**src/rtl/adder_result_accumulator.sv**
```systemverilog
// Sums WINDOW consecutive adder results; saturates at the accumulator width and flags overflow.
// Latency: out_valid rises the cycle after the WINDOW-th accepted sample; back-to-back windows run without bubbles.
// Backpressure: while a result is held, in_ready follows out_ready combinationally. Optional `ACCUMULATOR_AVERAGE_EN turns the sum into a rounded average.
module adder_result_accumulator #(
    parameter int WIDTH     = 17,
    parameter int WINDOW    = 4,
    parameter int ACC_WIDTH = 19,
    parameter int CNT_WIDTH = 16
) (
    input  logic                 clk,
    input  logic                 RST,
    input  logic                 in_valid,
    output logic                 in_ready,
    input  logic [WIDTH-1:0]     in_data,
    output logic                 out_valid,
    input  logic                 out_ready,
    output logic [ACC_WIDTH-1:0] out_sum,
    output logic                 out_ovf,
    output logic [CNT_WIDTH-1:0] sample_cnt
);

    // The adder width covers both operands plus one carry bit. The carry bit detects
    // overflow even when in_data is wider than the accumulator.
    localparam int SUM_W = ((WIDTH > ACC_WIDTH) ? WIDTH : ACC_WIDTH) + 1;
    localparam logic [SUM_W-1:0]     ACC_MAX = {{(SUM_W-ACC_WIDTH){1'b0}}, {ACC_WIDTH{1'b1}}};
    localparam logic [CNT_WIDTH-1:0] WIN     = CNT_WIDTH'(WINDOW);

    typedef enum logic [1:0] {
        S_IDLE,
        S_ACCUM,
        S_HOLD
    } state_t;

    state_t               state, state_nxt;
    logic [ACC_WIDTH-1:0] acc, acc_nxt;
    logic                 ovf, ovf_nxt;
    logic [CNT_WIDTH-1:0] cnt, cnt_nxt;

    logic                 accept;
    logic                 start;
    logic                 last;
    logic                 clamp;
    logic [SUM_W-1:0]     base;
    logic [SUM_W-1:0]     sum;
    logic [CNT_WIDTH-1:0] cnt_inc;

    // Handshake and datapath for the sample arriving this cycle.
    always_comb begin
        in_ready = (state != S_HOLD) || out_ready;
        accept   = in_valid && in_ready;
        // An accept in IDLE, or in HOLD while the held result drains, opens a fresh window.
        start    = (state != S_ACCUM);
        base     = start ? '0 : SUM_W'(acc);
        sum      = base + SUM_W'(in_data);
        // The clamp is sticky for the whole window. After saturation acc must never leave all-ones.
        clamp    = (sum > ACC_MAX) || (!start && ovf);
        cnt_inc  = start ? CNT_WIDTH'(1) : cnt + CNT_WIDTH'(1);
        last     = (cnt_inc == WIN);
    end

    // Next-state logic: fold in the accepted sample, or drop to IDLE once the result drains.
    always_comb begin
        state_nxt = state;
        acc_nxt   = acc;
        ovf_nxt   = ovf;
        cnt_nxt   = cnt;
        if (accept) begin
            acc_nxt   = clamp ? {ACC_WIDTH{1'b1}} : sum[ACC_WIDTH-1:0];
            ovf_nxt   = clamp;
            cnt_nxt   = cnt_inc;
            state_nxt = last ? S_HOLD : S_ACCUM;
        end else if ((state == S_HOLD) && out_ready) begin
            state_nxt = S_IDLE;
            cnt_nxt   = '0;
        end
    end

    // State register with synchronous reset. Reset discards any partial window.
    always_ff @(posedge clk) begin
        if (RST) begin
            state <= S_IDLE;
            acc   <= '0;
            ovf   <= 1'b0;
            cnt   <= '0;
        end else begin
            state <= state_nxt;
            acc   <= acc_nxt;
            ovf   <= ovf_nxt;
            cnt   <= cnt_nxt;
        end
    end

    assign out_valid  = (state == S_HOLD);
    assign out_ovf    = ovf;
    assign sample_cnt = cnt;

`ifdef ACCUMULATOR_AVERAGE_EN
    localparam int SHIFT = $clog2(WINDOW);
    localparam int RND_I = (SHIFT == 0) ? 0 : (1 << (SHIFT - 1));

    // A shift can only divide by the window length when that length is a power of two.
    generate
        if ((WINDOW & (WINDOW - 1)) != 0) begin : g_window_not_pow2
            $error("adder_result_accumulator: WINDOW must be a power of two when averaging");
        end
    endgenerate

    logic [ACC_WIDTH:0]   rnd_sum;
    logic [ACC_WIDTH-1:0] rnd_sat;

    // Round half-up. The rounding add saturates so a clamped sum cannot wrap to a small average.
    always_comb begin
        rnd_sum = {1'b0, acc} + (ACC_WIDTH+1)'(RND_I);
        rnd_sat = rnd_sum[ACC_WIDTH] ? {ACC_WIDTH{1'b1}} : rnd_sum[ACC_WIDTH-1:0];
        out_sum = rnd_sat >> SHIFT;
    end
`else
    assign out_sum = acc;
`endif

endmodule

```
**config.mk**
```make
export PLATFORM = sky130hd
export DESIGN_NAME = adder_result_accumulator
export DESIGN_NICKNAME = d
export VERILOG_FILES = /design/src/rtl/adder_result_accumulator.sv
export SDC_FILE = /design/constraint.sdc
export NUM_CORES = 1
export LEC_CHECK = 0
export ABC_AREA = 1
export CAP_MARGIN = 20
export CORE_ASPECT_RATIO = 0.75
export CORE_MARGIN = 1.5
export CORE_UTILIZATION = 53
export CTS_CLUSTER_SIZE = 40
export DETAILED_ROUTE_END_ITERATION = 6
export GPL_TIMING_DRIVEN = 0
export PLACE_DENSITY_LB_ADDON = 0.2
export SETUP_SLACK_MARGIN = 0.5
export SYNTH_ARGS = -nofsm -noshare
export SYNTH_HDL_FRONTEND = slang
export SYNTH_SLANG_ARGS = --single-unit
```
**constraint.sdc**
```tcl
create_clock -name clk -period 2.7 [get_ports clk]
set_input_delay 0.54 -clock clk [delete_from_list [all_inputs] [get_ports clk]]
set_output_delay 0.54 -clock clk [all_outputs]
set_load 0.02 [all_outputs]
```
==> flow_results.org, run 1 <==
** Logic synthesis
- Synthesis inferred 38 register bits.
- The synthesized design contains 0 enable-type register cells.
- Sequential cells were found to cover 24.5% of the synthesized design area.
- Portion of synthesized cell area occupied by the leading cell type :: 24.5%
- Synthesized instance count :: 481
- Of all flip-flops after synthesis, the portion carrying an async set or reset was 0%.
- Average instance area after synthesis :: 6.46 sq um
- Ranked by total cell area, the synthesized netlist is headed by dfxtp_1, nand2_1, a21oi_1.
- Top FF cell, synth :: dfxtp_1
- Most used standard cell by instance count after synthesis :: nand2_1
- Post-synth design cell area :: 3110 sq um
- When the netlist entered floorplanning its net count stood at 521.
- Commonest cells in the synthesized netlist :: nand2_1, inv_1, a21oi_1
- Yosys Warn Count :: 0
- Count of cell types in the netlist :: 38
- Cell type with the highest aggregate area in the netlist :: dfxtp_1

** Routing
- First drt pass iteration count :: 7
- Using the TritonRoute via totals, the vias-per-cell ratio works out to 6.52.
- Once detail routing completed, the nets flagged for antenna violations numbered 0.
- Total vias in the final route :: 4321
- After detailed routing, the number of remaining DRC violations is 2.
- Detailed-route wire length :: 13.8 mm
- Wire length per cell after detailed routing :: 20.7 um
- For this block, the initial DRC count from the detailed router was 669.

** Hold path
- The path class of the tightest hold or removal check is reg2reg.
- Along the worst hold path, the cell count comes to 2.

** Timing
- The tightest hold path in the finished design has a slack of 516 ps.
- Number of failing setup endpoints in the final timing report :: 0
- For this run, the top clock speed supported by timing is 0.389 GHz.
- Worst Max-Slew Pin Slew :: 690 ps
- The total count of hold-check failures in the final report is 0.
- The number of pins with negative max-slew slack in the final report is 0.
- Fin worst setup slack :: 126 ps
- In the finished design, the share of the clock period the worst path needs comes to 95.3%.
- Maximum clock skew at final layout :: 6.39 ps
- After layout, the minimum clock period comes to 2570 ps.
- Setup repair after global routing could not meet its margin everywhere.
- Max-slew headroom :: 54.0%

** Place
- Placed wire-length estimate after detailed placement :: 6.52 mm
- Worst setup slack before clock tree synthesis :: -25.8 ps
- Number of port buffers :: 58
- GPL Wtd Cong :: 0.959

** Setup path
- Source of the critical timing path :: state[1]
- In this run the critical register-to-register path is captured at out_sum[12].
- For the worst setup path, the data required time is 2920 ps.
- The critical path is of the reg2reg type.
- Kind of end point of the critical path :: flop
- Worst setup endpoint :: out_sum[12]
- STA classifies the critical path startpoint as a flop.
- Reg2reg setup slack :: 130 ps
- In this run the worst path has a maximum fanout of 4.
- Measured in cells, the most critical reg-to-reg path has a length of 19.
- Worst reg2reg startpoint :: state[1]
- Data arrives at the worst endpoint at 2800 ps.

** Global routing
- Pin count of the biggest net entering global routing :: 14
- GRT overflow :: 0
- Global routing used 31.8% of the available tracks across all layers.
- Vias in the first global route :: 3372
- The initial antenna violation count is 0.
- The first global-routing pass estimated 16.0 mm of wire.

** Power
- Final Power :: 0.00190 W
- Peak supply drop :: 0.331 mV
- In this run the static leakage power is 2.09 nW.
- Power per cell area :: 397 nW/um^2

** Layout
- Total Nets Final :: 627
- Growth of design area from synthesis to finish :: 54.2%
- Cells with a size suffix above 1 make up 30.1% of the layout.
- The repair_antennas step left the layout with diodes totalling 0.
- Fill cells in the final layout number 260.

** CTS
- Clock-pin slew was measured on the worst setup and hold paths at 100 ps.
- Clock tree root buffer cell :: clkbuf_8
- Total clock buffers created by CTS :: 5
- Buffers inserted to repair hold after CTS numbered 0.
- Deepest level of the CTS H-tree :: 2
- At the later pin of the worst-skew pair, clock insertion delay measures 320 ps.
- Number of clock sinks :: 38
- Clock Path Buffers :: 2
- Clock tree from TritonCTS :: done

** Status
- The run finished, with violations left.
- The final reports fail on DRC.

** Die
- From left edge to right edge, the die measures 91.4 um.
- Core Box Area :: 5500 sq um
- Die Y-Extent :: 69.3 um
- Initial Util :: 56.6%
- Die ar. :: 6340 sq um
- After floorplanning, the core was divided into 23 placement rows.
- 59 I/O pins were placed.

** Run
- The tool flagged a number of max-cap violations equal to 0.
-- metal layers --
layer | GRT usage [%] | routed length (um) | up-vias
li1 | - | - | 1770
met1 | 45.0 | 4850 | 1917
met2 | 48.7 | 6030 | 481
met3 | 5.15 | 1790 | 153
met4 | 11.5 | 1090 | 0
met5 | 0 | 0 | -
-- kinds of logic after synthesis --
kind of cell	Yosys count	synth area share (%)
buf+inv	84	11.2
compound gates	98	18.1
fa+ha+maj	19	7.89
simple gates	231	35.2
flops	38	24.5
xor+xnor	11	3.10
-- cell usage in the layout, fill, tap and decap left out, types with 12 or more instances in the layout --
cell type / netlist / routed
nor2_1: 50 / 34
nor2_4: 4 / 17
o21ai_0: 20 / 16
inv_1: 64 / 60
nand2_2: 10 / 21
nand3_1: 25 / 22
nand2_1: 105 / 90
clkdlybuf4s50_1: 0 / 56
a21oi_1: 53 / 46
buf_4: 3 / 39
ha_4: 0 / 12
nand3_2: 9 / 12
dfxtp_1: 38 / 36
-- per-stage QoR --
| stage | instance area [sq um] | std cells | setup TNS (ps) | utilization, % |
|---|---|---|---|---|
| 6_report | 4790 | 663 | 0 | 87.2 |
| 5_1_grt | 4790 | 663 | -3.61 | 87.2 |
| 4_1_cts | 4210 | 640 | 0 | 76.5 |
| 3_5_place_dp | 3810 | 614 | -36.2 | 69.4 |
| 3_3_place_gp | 3810 | 614 | 0 | 69.4 |
| 2_1_floorplan | 3140 | 481 | 0 | - |
-- final cells by class --
cell class	count	area, sq um	area share [%]
buffer	14	113	2.35
clock buffer	5	68.8	1.44
clock inverter	3	68.8	1.44
inverter	70	275	5.74
multi-input combinational	359	2470	51.5
sequential	38	763	15.9
tap	75	93.8	1.96
timing repair buffer	99	942	19.7
-- registers in the layout (all words and copies together), names as in the netlist --
register	cells
out_sum	19
sample_cnt	16
out_ovf	1
state	2
-- where the power goes --
part / leakage (nW) / switching (W) / internal (W)
clock: 0.0683 / 0.000267 / 0.000371
combinational: 1.71 / 0.000368 / 0.000283
sequential: 0.313 / 0.0000250 / 0.000590
-- worst min-delay path by stage --
stage / end / startpoint / slack [ps]
after global placement: state[1] / state[1] / 480
after global routing: state[1] / state[1] / 520
after floorplan: state[1] / state[1] / 470
final: state[1] / state[1] / 520
after detailed placement: state[1] / state[1] / 480
after CTS: state[1] / state[1] / 490
-- critical path: stages (launching register included) --
cell and delay, ps:
dfxtp_2 350, inv_2 80, nand2_4 60, buf_8 130, buf_12 130, nor2_4 80
ha_2 200, inv_2 50, fa_2 360, nand3b_1 190, nand2_2 90, nand2_1 50
o211ai_1 180, nand2_1 160, nand2_1 80, nand2_1 60, nand2_1 70, nand2_1 50
nand2_1 50, inv_1 40
-- what timing repair did --
action	in CTS	in global routing
setup endpoints to repair	21	21
buffers inserted	17	23
pin swaps	13	21
cloned	1	0
endpoints found under the hold margin	0	0
resized for setup	29	81
No activity file was read; power rests on OpenSTA's default activity.
==> run 2, diff against run 1 <==
Settings changed: CORE_MARGIN 1.5 to default, PLACE_DENSITY from default to 0.84, PLACE_DENSITY_LB_ADDON 0.2 to default.
==> run 2 against run 1 <==
Compared with the run above: the run still ends with DRC left; clock-buffer cell count increased by 1; first-iteration DRC count increased by 0.15%; register-to-register slack lost 20 ps; clock skew hardly changed; setup slack got worse by 21 ps; combinational power increased by 3%; global-route usage rose by 1.4 points; non-clock buffer count is 1 higher; total power shrank 8.1%; hold slack better by 7.1 ps.
==> flow_results.org, run 2 (same netlist as run 1, synthesis figures left out) <==
** Place
- GPL Wtd Cong :: 0.972
- Placed insts :: 614
- Summing all placed instances gives a cell area of 3810 sq um.
- In this run the tool buffered the top-level ports with 58 buffer cells.
- Summed over all nets, the half-perimeter wirelength after detailed placement is 6.76 mm.
- At the placement stage, the worst setup path has a slack of -23.7 ps.

** Layout
- Once layout is done, the placed cells without fillers occupy 4840 sq um.
- Final core occ :: 88.1%
- Compared with the post-synthesis result, the final layout area differs by 55.7%.
- Fraction of final layout cells sized beyond drive strength 1 :: 31.4%
- After the last flow step, the layout net total stands at 628.
- Filler cells :: 251
- The register with the most flip-flops in the layout has 19 of them.
- Most frequent standard cell in the layout excluding fill and tap cells :: nand2_1
- Once layout is complete, the cells apart from fillers number 664.
- Number of diodes added for antenna fixing :: 0
- Summing all multi-input logic gate instances after layout gives 2540 sq um.
- Across the whole layout, storage elements account for 763 sq um.
- In the layout the commonest cells are nand2_1, inv_1, clkdlybuf4s50_1, a21oi_1.

** Timing
- Fmax achieved :: 0.385 GHz
- Number of failing setup endpoints in the final timing report :: 0
- Shortest clock period the worst path allows after layout :: 2590 ps
- Across the routed clock network, the largest skew measured is 6.36 ps.
- Setup repair after global routing missed its margin :: true
- The number of pins with negative max-slew slack in the final report came to 0.
- The final critical path takes up 96.1% of the cycle.
- Once routing completed, OpenROAD measured the worst setup slack at 105 ps.
- Max-slew headroom :: 56.2%
- At the pin with the least slew margin, the transition time is 657 ps.
- Final hold violation count :: 0

** Routing
- Violation count after the first detailed-routing iteration :: 670
- In the routed design, unresolved DRC markers number 24.
- First drt pass iteration count :: 7
- After detailed routing, the average wire length per cell comes to 21.6 um.
- The final layout contains routed wiring with a total length of 14.4 mm.
- In this run the remaining antenna-violating nets after routing total 0.
- DR vias/cell :: 6.50
- The detailed router placed 4316 vias in this run.

** Die
- Die Y-Extent :: 68.3 um
- Number of top-level design ports :: 59
- In this run the horizontal extent of the chip is 90.4 um.
- Die ar. :: 6180 sq um
- Initial Util :: 56.6%
- Row count :: 23
- Core Box Area :: 5500 sq um

** CTS
- After clock tree synthesis, the clock-pin slew on the worst setup and hold paths is 90 ps.
- Total clock buffers created by CTS :: 5
- Clock latency on the worst-skew pair, taken at its later pin, is 310 ps.
- Deepest level of the CTS H-tree :: 2
- Clock Path Buffers :: 2
- Clock tree from TritonCTS :: done
- The cell sitting at the root of the clock tree is a clkbuf_8.
- CTS saw 38 sinks.

** Power
- Dividing total power by cell area gives a power density of 362 nW/um^2.
- Overall power consumption after layout is estimated at 0.00175 W.
- Summed over all cells, the static leakage comes to 2.06 nW.
- Across the VDD grid, the largest voltage drop is 0.323 mV.

** Setup path
- Class of the most critical setup path :: reg2reg
- STA classifies the critical path endpoint as a flop.
- STA classifies the critical path startpoint as a flop.
- Data required time of the critical path :: 2900 ps
- Worst EP arrival :: 2800 ps
- Of all nets on the critical path, the largest fanout is 5.

** Global routing
- First-pass GRT wire length :: 15.9 mm
- Pin count of the biggest net entering global routing :: 13
- Total GRT Usage :: 33.3%
- The number of global-route vias before repair was 3366.
- Antenna violations before repair :: 0
- For this run the aggregate overflow at the end of global routing stands at 0.

** Hold path
- The min-delay analysis places its worst path in the category reg2reg.

** Status
- The flow ran to the end, but the final reports show violations.
- Violated checks :: DRC

** Run
- Max cap viols :: 0
==> run 2: cell count changes in the layout (fill, tap and decap cells not counted), moves of 3 or more <==
cell / delta
nor2_1: -3
nand2_2: -3
a21oi_2: +4
buf_4: -3
a21oi_1: -3
buf_6: +4
nor2_2: +4
==> run 2: critical path: stages (launching register included) <==
cell and delay, ps:
dfxtp_2 340, inv_2 80, nand2_4 60, buf_8 120, buf_8 120, buf_4 140, nor2_4 140, ha_4 230
a21o_1 200, nand3_2 60, nand2_1 100, a21oi_2 200, nand2_2 110, nand2_4 90, nand2_8 90, buf_16 160
o21ai_2 150, inv_1 70
==> run 2: repair_timing <==
item                                   4_1_cts  5_1_grt
endpoints found under the hold margin        0        0
gates resized for setup                     38       80
pin swaps                                   15       32
cloned                                       2        0
buffers inserted                            24       16
hold buffers                                 0        0
setup endpoints to repair                   21       20
==> run 2: routing by layer <==
metal	vias to the layer above	global-route usage, %	wire, um
met5	-	0	0
li1	1781	-	-
met4	0	14.5	1130
met1	1954	43.6	5230
met3	160	6.44	1830
met2	421	54.2	6180
==> run 2: worst paths after layout <==
kind	slack, ps	from	endpoint	cells past startpoint
worst max-delay path	110	state[1]	out_sum[8]	17
worst min-delay path	520	state[1]	state[1]	2
worst max register to register	110	state[1]	out_sum[8]	17
worst min register to register	520	state[1]	state[1]	2
==> run 2: power breakdown <==
group	switching [W]	total (W)	internal, W
Clock	0.000256	0.000462	0.000206
Combinational	0.000378	0.000671	0.000293
Sequential	0.0000273	0.000617	0.000590
==> run 2: area by class of cell <==
type | count | share of cell area (%)
Tap cell | 75 | 1.94
Multi-Input combinational cell | 359 | 52.4
Timing Repair Buffer | 100 | 20.0
Inverter | 70 | 5.69
Sequential cell | 38 | 15.8
Clock inverter | 2 | 0.258
Clock buffer | 6 | 1.71
Buffer | 14 | 2.22
==> run 2: stage by stage <==
| step | setup TNS (ps) | hold WS (ps) |
|---|---|---|
| floorplan | 0 | 467 |
| global placement | -22.3 | 476 |
| detailed placement | -39.5 | 484 |
| CTS | 0 | 489 |
| global route | -44.7 | 516 |
| finish | 0 | 523 |
==> run 3, diff against run 2 <==
Settings changed: CORE_MARGIN from default to 1, CORE_UTILIZATION 53 to 30, PLACE_DENSITY 0.84 to 0.54.
==> run 3 against run 2 <==
Compared with the run above: the flow now finishes without violations; cell count rose by 8.7%; total power up 3.3%; hold slack worse by 33 ps; clock skew up 2.3 ps; via count fell by 18%; largest power group is now the clock network; highest routed layer unchanged; routed wire length is 28% lower; clock-buffer cell count stayed put; register-to-register slack improved by 230 ps.
==> flow_results.org, run 3 (same netlist as run 1, synthesis figures left out) <==
** CTS
- Clock Path Buffers :: 2
- At the later pin of the worst-skew pair, clock insertion delay measures 290 ps.
- Hold-fix buffers at CTS :: 0
- Deepest level of the CTS H-tree :: 2
- Total clock buffers created by CTS :: 5
- The tree is rooted in a clkbuf_16.
- For this design, the sink count on the clock tree is 38.
- Clock tree from TritonCTS :: done
- Clock-pin slew was measured on the worst setup and hold paths at 70 ps.

** Timing
- Number of failing setup endpoints in the final timing report :: 0
- On the final layout, the worst clock skew is 8.69 ps.
- Max-slew headroom :: 55.7%
- The number of pins with negative max-slew slack in the final report is 0.
- Final hold violation count :: 0
- Setup repair after global routing missed its margin :: true
- Portion of the clock cycle consumed by the worst path in the final layout :: 87.7%
- Shortest clock period the worst path allows after layout :: 2370 ps
- On the final layout, the worst hold slack is 490 ps.
- Worst Max-Slew Pin Slew :: 664 ps
- Fmax achieved :: 0.422 GHz

** Routing
- Wire length per cell after detailed routing :: 14.3 um
- Met3 wire len :: 576 um
- Detailed-route wire length :: 10.3 mm
- M1 WL :: 5.24 mm
- Violation count after the first detailed-routing iteration :: 260
- For this run, the detailed router's first-pass iteration total came to 5.
- In the routed design, unresolved DRC markers number 0.
- After detailed routing, no signal wire sits above met4.
- Total vias in the final route :: 3526
- Detailed routing placed a total of 4.44 mm of wire on met2.
- Once detail routing completed, the nets flagged for antenna violations numbered 0.
- DR vias/cell :: 4.88

** Die
- The die is 90.2 um tall.
- The die is 120 um wide.
- During I/O placement, the number of pins put on the boundary was 59.
- The initial utilization of the core area, before any placement, comes to 31.6%.
- The die covers 10800 sq um.
- Row count :: 31
- Core Box Area :: 9850 sq um

** Place
- Placed wire-length estimate after detailed placement :: 7.33 mm
- GPL Wtd Cong :: 0.880
- Number of port buffers :: 58

** Power
- After layout, the design draws a total of 0.00181 W.
- Static power due to leakage :: 2.07 nW
- In this run the power density over the cells is 383 nW/um^2.
- Peak supply drop :: 0.269 mV

** Setup path
- STA classifies the critical path endpoint as a flop.
- STA puts the critical path data arrival time at 2540 ps.
- Kind of launch point of the worst setup path :: flop
- Data required time of the critical path :: 2870 ps
- The worst setup path is of the reg2reg kind.
- Of all nets on the critical path, the largest fanout is 7.

** Run
- Max cap viols :: 0

** Layout
- Growth of design area from synthesis to finish :: 52.1%
- Of the cells placed in the final design, the portion with a size suffix greater than 1 is 27.3%.
- The number of antenna diodes in the final layout is 0.
- Total Nets Final :: 629
- Most frequent standard cell in the layout excluding fill and tap cells :: nand2_1
- The register with the most flip-flops in the layout has 19 of them.
- The filler cells instantiated in the layout total 1016.
- The library cells used most frequently in the layout, excluding fill and tap cells, are nand2_1, inv_1, clkdlybuf4s50_1, a21oi_1, nor2_1.

** Global routing
- Total GRT Usage :: 19.2%
- Pin count of the biggest net entering global routing :: 13
- First-pass GRT wire length :: 16.5 mm
- Summed over all layers, the global routing overflow is 0.
- Vias in the first global route :: 3268
- The initial antenna violation count was 0.

** Status
- Status :: finished clean

** Hold path
- The worst hold path belongs to the class reg2reg.
-- run 3: worst paths after layout --
kind / start / to / slack [ps] / cells past startpoint
worst max-delay path: state[1] / out_sum[18] / 330 / 20
worst min register to register: state[1] / state[1] / 490 / 2
worst max register to register: state[1] / out_sum[18] / 330 / 20
worst min-delay path: state[1] / state[1] / 490 / 2
-- run 3: layout make-up --
class | count | area [sq um] | area share, %
clock buffer | 6 | 139 | 2.94
buffer | 14 | 113 | 2.38
multi-input combinational | 359 | 2300 | 48.6
clock inverter | 2 | 12.5 | 0.265
tap | 132 | 165 | 3.49
timing repair buffer | 101 | 963 | 20.4
inverter | 70 | 275 | 5.82
sequential | 38 | 763 | 16.1
-- run 3: metrics by stage --
step	cells	setup WS [ps]	instance area (sq um)	setup TNS [ps]	utilization (%)
after global routing	722	192	4730	0	48.0
after CTS	715	340	4560	0	46.3
after detailed placement	671	-57.5	3880	-119	39.4
after floorplan	481	463	3140	0	-
final	722	332	4730	0	48.0
after global placement	671	-75.5	3880	-158	39.4
-- run 3: critical path, stage by stage, from the launching register on --
cell,delay [ps]
dfxtp_2,330
inv_2,70
nand2_4,50
buf_8,120
buf_12,130
nor2_4,90
ha_4,140
inv_2,30
fa_2,340
nand3b_1,180
nand2_2,100
buf_4,110
nand2_2,50
nand2_4,90
nand2_2,80
nand2_4,80
nand2_2,60
nand2_1,50
nand2_1,40
nand2_1,50
a21oi_1,50
-- run 3: repair_timing --
action,CTS,global route
cloned,1,0
hold endpoints to repair,0,0
pin swaps,33,22
buffers inserted,35,7
setup endpoints to repair,21,20
gates resized for setup,57,23
-- run 3: power breakdown --
part	switching (W)	leakage, nW	internal, W
sequential	0.0000233	0.313	0.000590
combinational	0.000302	1.69	0.000262
clock	0.000265	0.0729	0.000367
-- run 3: per-layer routing --
metal	global-route usage, %	vias to the layer above
met1	29.0	1641
met5	0	-
met4	3.02	0
li1	-	1778
met3	3.11	6
met2	28.7	101
==> RTL change 1, RTL diff (config.mk and constraints of run 1) <==
The parameter `WIDTH` goes from 17 to 15.
--- a/src/rtl/adder_result_accumulator.sv
+++ b/src/rtl/adder_result_accumulator.sv
@@ -2,7 +2,7 @@
 // Latency: out_valid rises the cycle after the WINDOW-th accepted sample; back-to-back windows run without bubbles.
 // Backpressure: while a result is held, in_ready follows out_ready combinationally. Optional `ACCUMULATOR_AVERAGE_EN turns the sum into a rounded average.
 module adder_result_accumulator #(
-    parameter int WIDTH     = 17,
+    parameter int WIDTH     = 15,
     parameter int WINDOW    = 4,
     parameter int ACC_WIDTH = 19,
     parameter int CNT_WIDTH = 16
Ports: changed (resized in_data); port bits go from 59 to 57. The function was not compared with the original's and may differ.
==> RTL change 1 against run 1 <==
Total power fell by 18%; highest routed layer unchanged; design area fell by 15%; worst hold slack got worse by 0.036 ns; worst setup slack improved by 0.13 ns; largest cell class unchanged; sequential cell count did not move; critical endpoint is now out_sum[4]; routed wire length fell by 31%; area after synthesis fell by 7.2%; sequential power fell by 0.8%.
==> RTL change 1: results (changes against run 1) <==
* Multi-input logic area at 0.001979 mm^2 (-20%)
* # port buffers at 55 (-5.2%)
* Grt met1 use at 47.39% (+2.4 points)
* Clk tree area frac at 2.671% (-0.20 points)
* Critical-path top delay cell: dfxtp_2
* Buffers outside the clock class at 93 (-18%)
* Cell Area, Placed at 0.003563 mm^2 (-6.6%)
* Gr usage total at 32.30% (+0.45 points)
* Met2 wire length at 3.893 mm (-35%)
* Met2 usage at 46.85% (-1.8 points)
* R2R setup slack at 0.26 ns (+0.13 ns)
* Final WL at 9.482 mm (-31%)
* Metal1 wirelength at 4.301 mm (-11%)
* Post-Synth XOR/XNOR Area at 4.252% (+1.2 points)
* Mapped Cells at 462 (-4.0%)
* Achievable Freq at 0.4091 GHz (+5.3%)
* Largest net degree at the start of global routing at 13 (-1)
* Hold_ws at 0.4798 ns (-0.03627 ns)
* First DRT Iteration DRCs at 393 (-41%)
* Library cells used by synthesis at 37 (-2.6%)
* Fillers at 408 (+57%)
* Design Area, Final at 0.004075 mm^2 (-15%)
* Multi-input gates at 341 (-5.0%)
* Max Clock Skew at 0.01467 ns (+0.008277 ns)
* Nets at 584 (-6.9%)
* Placer Congestion at 1.009 (+5.2%)
* Non-Filler Instances at 624 (-5.9%)
* Share of post-route cells with drive strength above 1 at 17.85% (-12 points)
* Sequential share of cell area at 18.79% (+2.9 points)
* Hold endpoint: state[1]
* First-pass GRT wire length at 14.69 mm (-8.3%)
* Crit path max-delay family: buffers and inverters
* Post-Route Utilization at 76.96% (-10 points)
* Mux contribution to synthesized area at 0% (unchanged)
* Dpl hpwl at 6.340 mm (-2.8%)
* Least-Margin Pin Slew at 0.5415 ns (-0.1481 ns)
* Syn Nets at 498 (-4.4%)
* Peak VDD IR at 359.4 uV (+8.7%)
* Register-to-Register Path Depth at 16 (-3)
* LEAKAGE at 1.805 nW (-14%)
* Worst r2r dst: out_sum[4]
* Vias in the first global route at 3,067 (-9.0%)
* Cells after DPL at 592 (-3.6%)
* CP max stage delay at 0.33 ns (-0.03 ns)
* Status: finished clean
* Met3 routed WL at 1.077 mm (-40%)
* Max Fanout on Critical Path at 8 (+4)
* Vias at 3,505 (-19%)
* NonClk Buf Share at 21.31% (-0.70 points)
* CP Data Arrival Time at 2.64 ns (-0.16 ns)
* Clock latency on the worst-skew pair at 0.30 ns (-0.02 ns)
* Sequential share of the synthesized area at 26.38% (+1.9 points)
* Area contributors post-synth: dfxtp_1, nand2_1, inv_1, a21oi_1, ha_1
* Compound-cell area share of the yosys netlist at 16.10% (-2.1 points)
* Commonest cells in the netlist: nand2_1, inv_1, a21oi_1
* Pre-CTS setup slack at -0.01718 ns (+0.008570 ns)
* Inverters at 69 (-1.4%)
## RTL change 1: cell count changes in the layout (fill, tap and decap cells not counted), moves of 6 or more
cell / run 1 / this run
o21ai_2: 9 / 3
ha_4: 12 / 5
nand3_2: 12 / 4
nor2_4: 17 / 3
a21oi_4: 7 / 0
nand3_1: 22 / 33
nand4_1: 9 / 17
nand2_2: 21 / 8
buf_4: 39 / 21
nand2_1: 90 / 102
## RTL change 1: power breakdown
part	internal [W]	switching (W)	leakage, nW	total, W
sequential	0.000589	0.0000213	0.313	0.000610
combinational	0.000206	0.000261	1.43	0.000467
clock	0.000272	0.000220	0.0579	0.000492
## RTL change 1: repair_timing
| action | 4_1_cts | 5_1_grt |
|---|---|---|
| setup endpoints to repair | 21 | 23 |
| hold buffers | 0 | 0 |
| pin swaps | 17 | 10 |
| setup buffers | 17 | 5 |
| gates cloned | 2 | 0 |
| resized for setup | 25 | 23 |
==> RTL change 2, RTL diff (settings of run 1) <==
Made on the original files. Re-encode `state_t` (3 states) as one-hot, 3 bits wide.
--- a/src/rtl/adder_result_accumulator.sv
+++ b/src/rtl/adder_result_accumulator.sv
@@ -25,10 +25,10 @@
     localparam logic [SUM_W-1:0]     ACC_MAX = {{(SUM_W-ACC_WIDTH){1'b0}}, {ACC_WIDTH{1'b1}}};
     localparam logic [CNT_WIDTH-1:0] WIN     = CNT_WIDTH'(WINDOW);
 
-    typedef enum logic [1:0] {
-        S_IDLE,
-        S_ACCUM,
-        S_HOLD
+    typedef enum logic [2:0] {
+        S_IDLE  = 3'b001,
+        S_ACCUM = 3'b010,
+        S_HOLD  = 3'b100
     } state_t;
 
     state_t               state, state_nxt;
Behaviour: same outputs for any inputs over 10 cycles, from zero or initial values and one cycle with RST high; not proved beyond that.
==> RTL change 2 against run 1 <==
Total power fell by 22%; die area rose by 1.1%; area after synthesis grew 1.1%; largest power group is now sequential cells; first-iteration DRC count down 41%; critical path type unchanged; cell count up 5.0%; sequential cell count grew 1; critical endpoint is now out_sum[17]; largest cell class unchanged; critical path depth fell by 4; design area shrank 2.1%; via count fell by 9.4%; routed wire length fell by 19%; worst setup slack better by 0.0026 ns.
==> RTL change 2: results (changes against run 1) <==
* Met3 routed WL at 1.078 mm (-40%)
* Cell Area, Placed at 0.003861 mm^2 (+1.2%)
* Placer Congestion at 0.9699 (+1.1%)
* Peak VDD IR at 233.8 uV (-29%)
* Final WL at 11.17 mm (-19%)
* M3 GR Usage at 3.947% (-1.2 points)
* Hold_ws at 0.5162 ns (+0.0001020 ns)
* First-pass GRT wire length at 15.85 mm (-1.1%)
* Cells after DPL at 652 (+6.2%)
* Syn Nets at 557 (+6.9%)
* Inverters at 80 (+14%)
* Metal1 wirelength at 4.785 mm (-1.3%)
* Area contributors post-synth: dfxtp_1, nand2_1, inv_1, nor2_1, a21oi_1
* Status: finished clean
* Commonest cells in the netlist: nand2_1, inv_1, nor2_1
* Internal power at 0.0009743 W (-22%)
* Pre-CTS setup slack at 0.04997 ns (+0.07572 ns)
* # port buffers at 57 (-1.7%)
* Layout clock buffer count at 6 (+1)
* Max Fanout on Critical Path at 5 (+1)
* Sequential share of the synthesized area at 24.83% (+0.36 points)
* Dpl hpwl at 6.866 mm (+5.3%)
* Register-to-Register Path Depth at 15 (-4)
* Vias at 3,914 (-9.4%)
* CP Data Arrival Time at 2.82 ns (+0.02 ns)
* HP Start: sample_cnt[10]
* Sequential share of power at 41.7% (+9.4 points)
* Reg2reg start: state[0]
==> RTL change 2: kinds of logic (layout without fill, tap and decap cells) <==
group | Yosys count | after routing | share of synthesized area (%)
compound gates | 80 | 80 | 13.65
flops | 39 | 39 | 24.83
fa+ha+maj | 19 | 19 | 7.800
xor+xnor | 13 | 13 | 3.621
simple gates | 274 | 275 | 38.52
buf+inv | 92 | 192 | 11.58
==> RTL change 2: how the worst max path moves through the flow <==
stage	from	to	slack [ns]	cells after the start
after detailed placement	in_data[0]	out_sum[16]	0.05	13
final	state[0]	out_sum[17]	0.13	15
after global routing	state[0]	out_sum[17]	0.07	15
after floorplan	state[0]	out_sum[12]	0.50	17
after CTS	state[2]	out_sum[9]	0.35	17
after global placement	in_data[0]	out_sum[16]	0.09	13
==> RTL change 2: what timing repair did <==
item                       4_1_cts  5_1_grt
gates resized for setup         34       77
setup endpoints to repair       21       20
buffers inserted                21       11
pin swaps                       19       41
cloned                           4        0
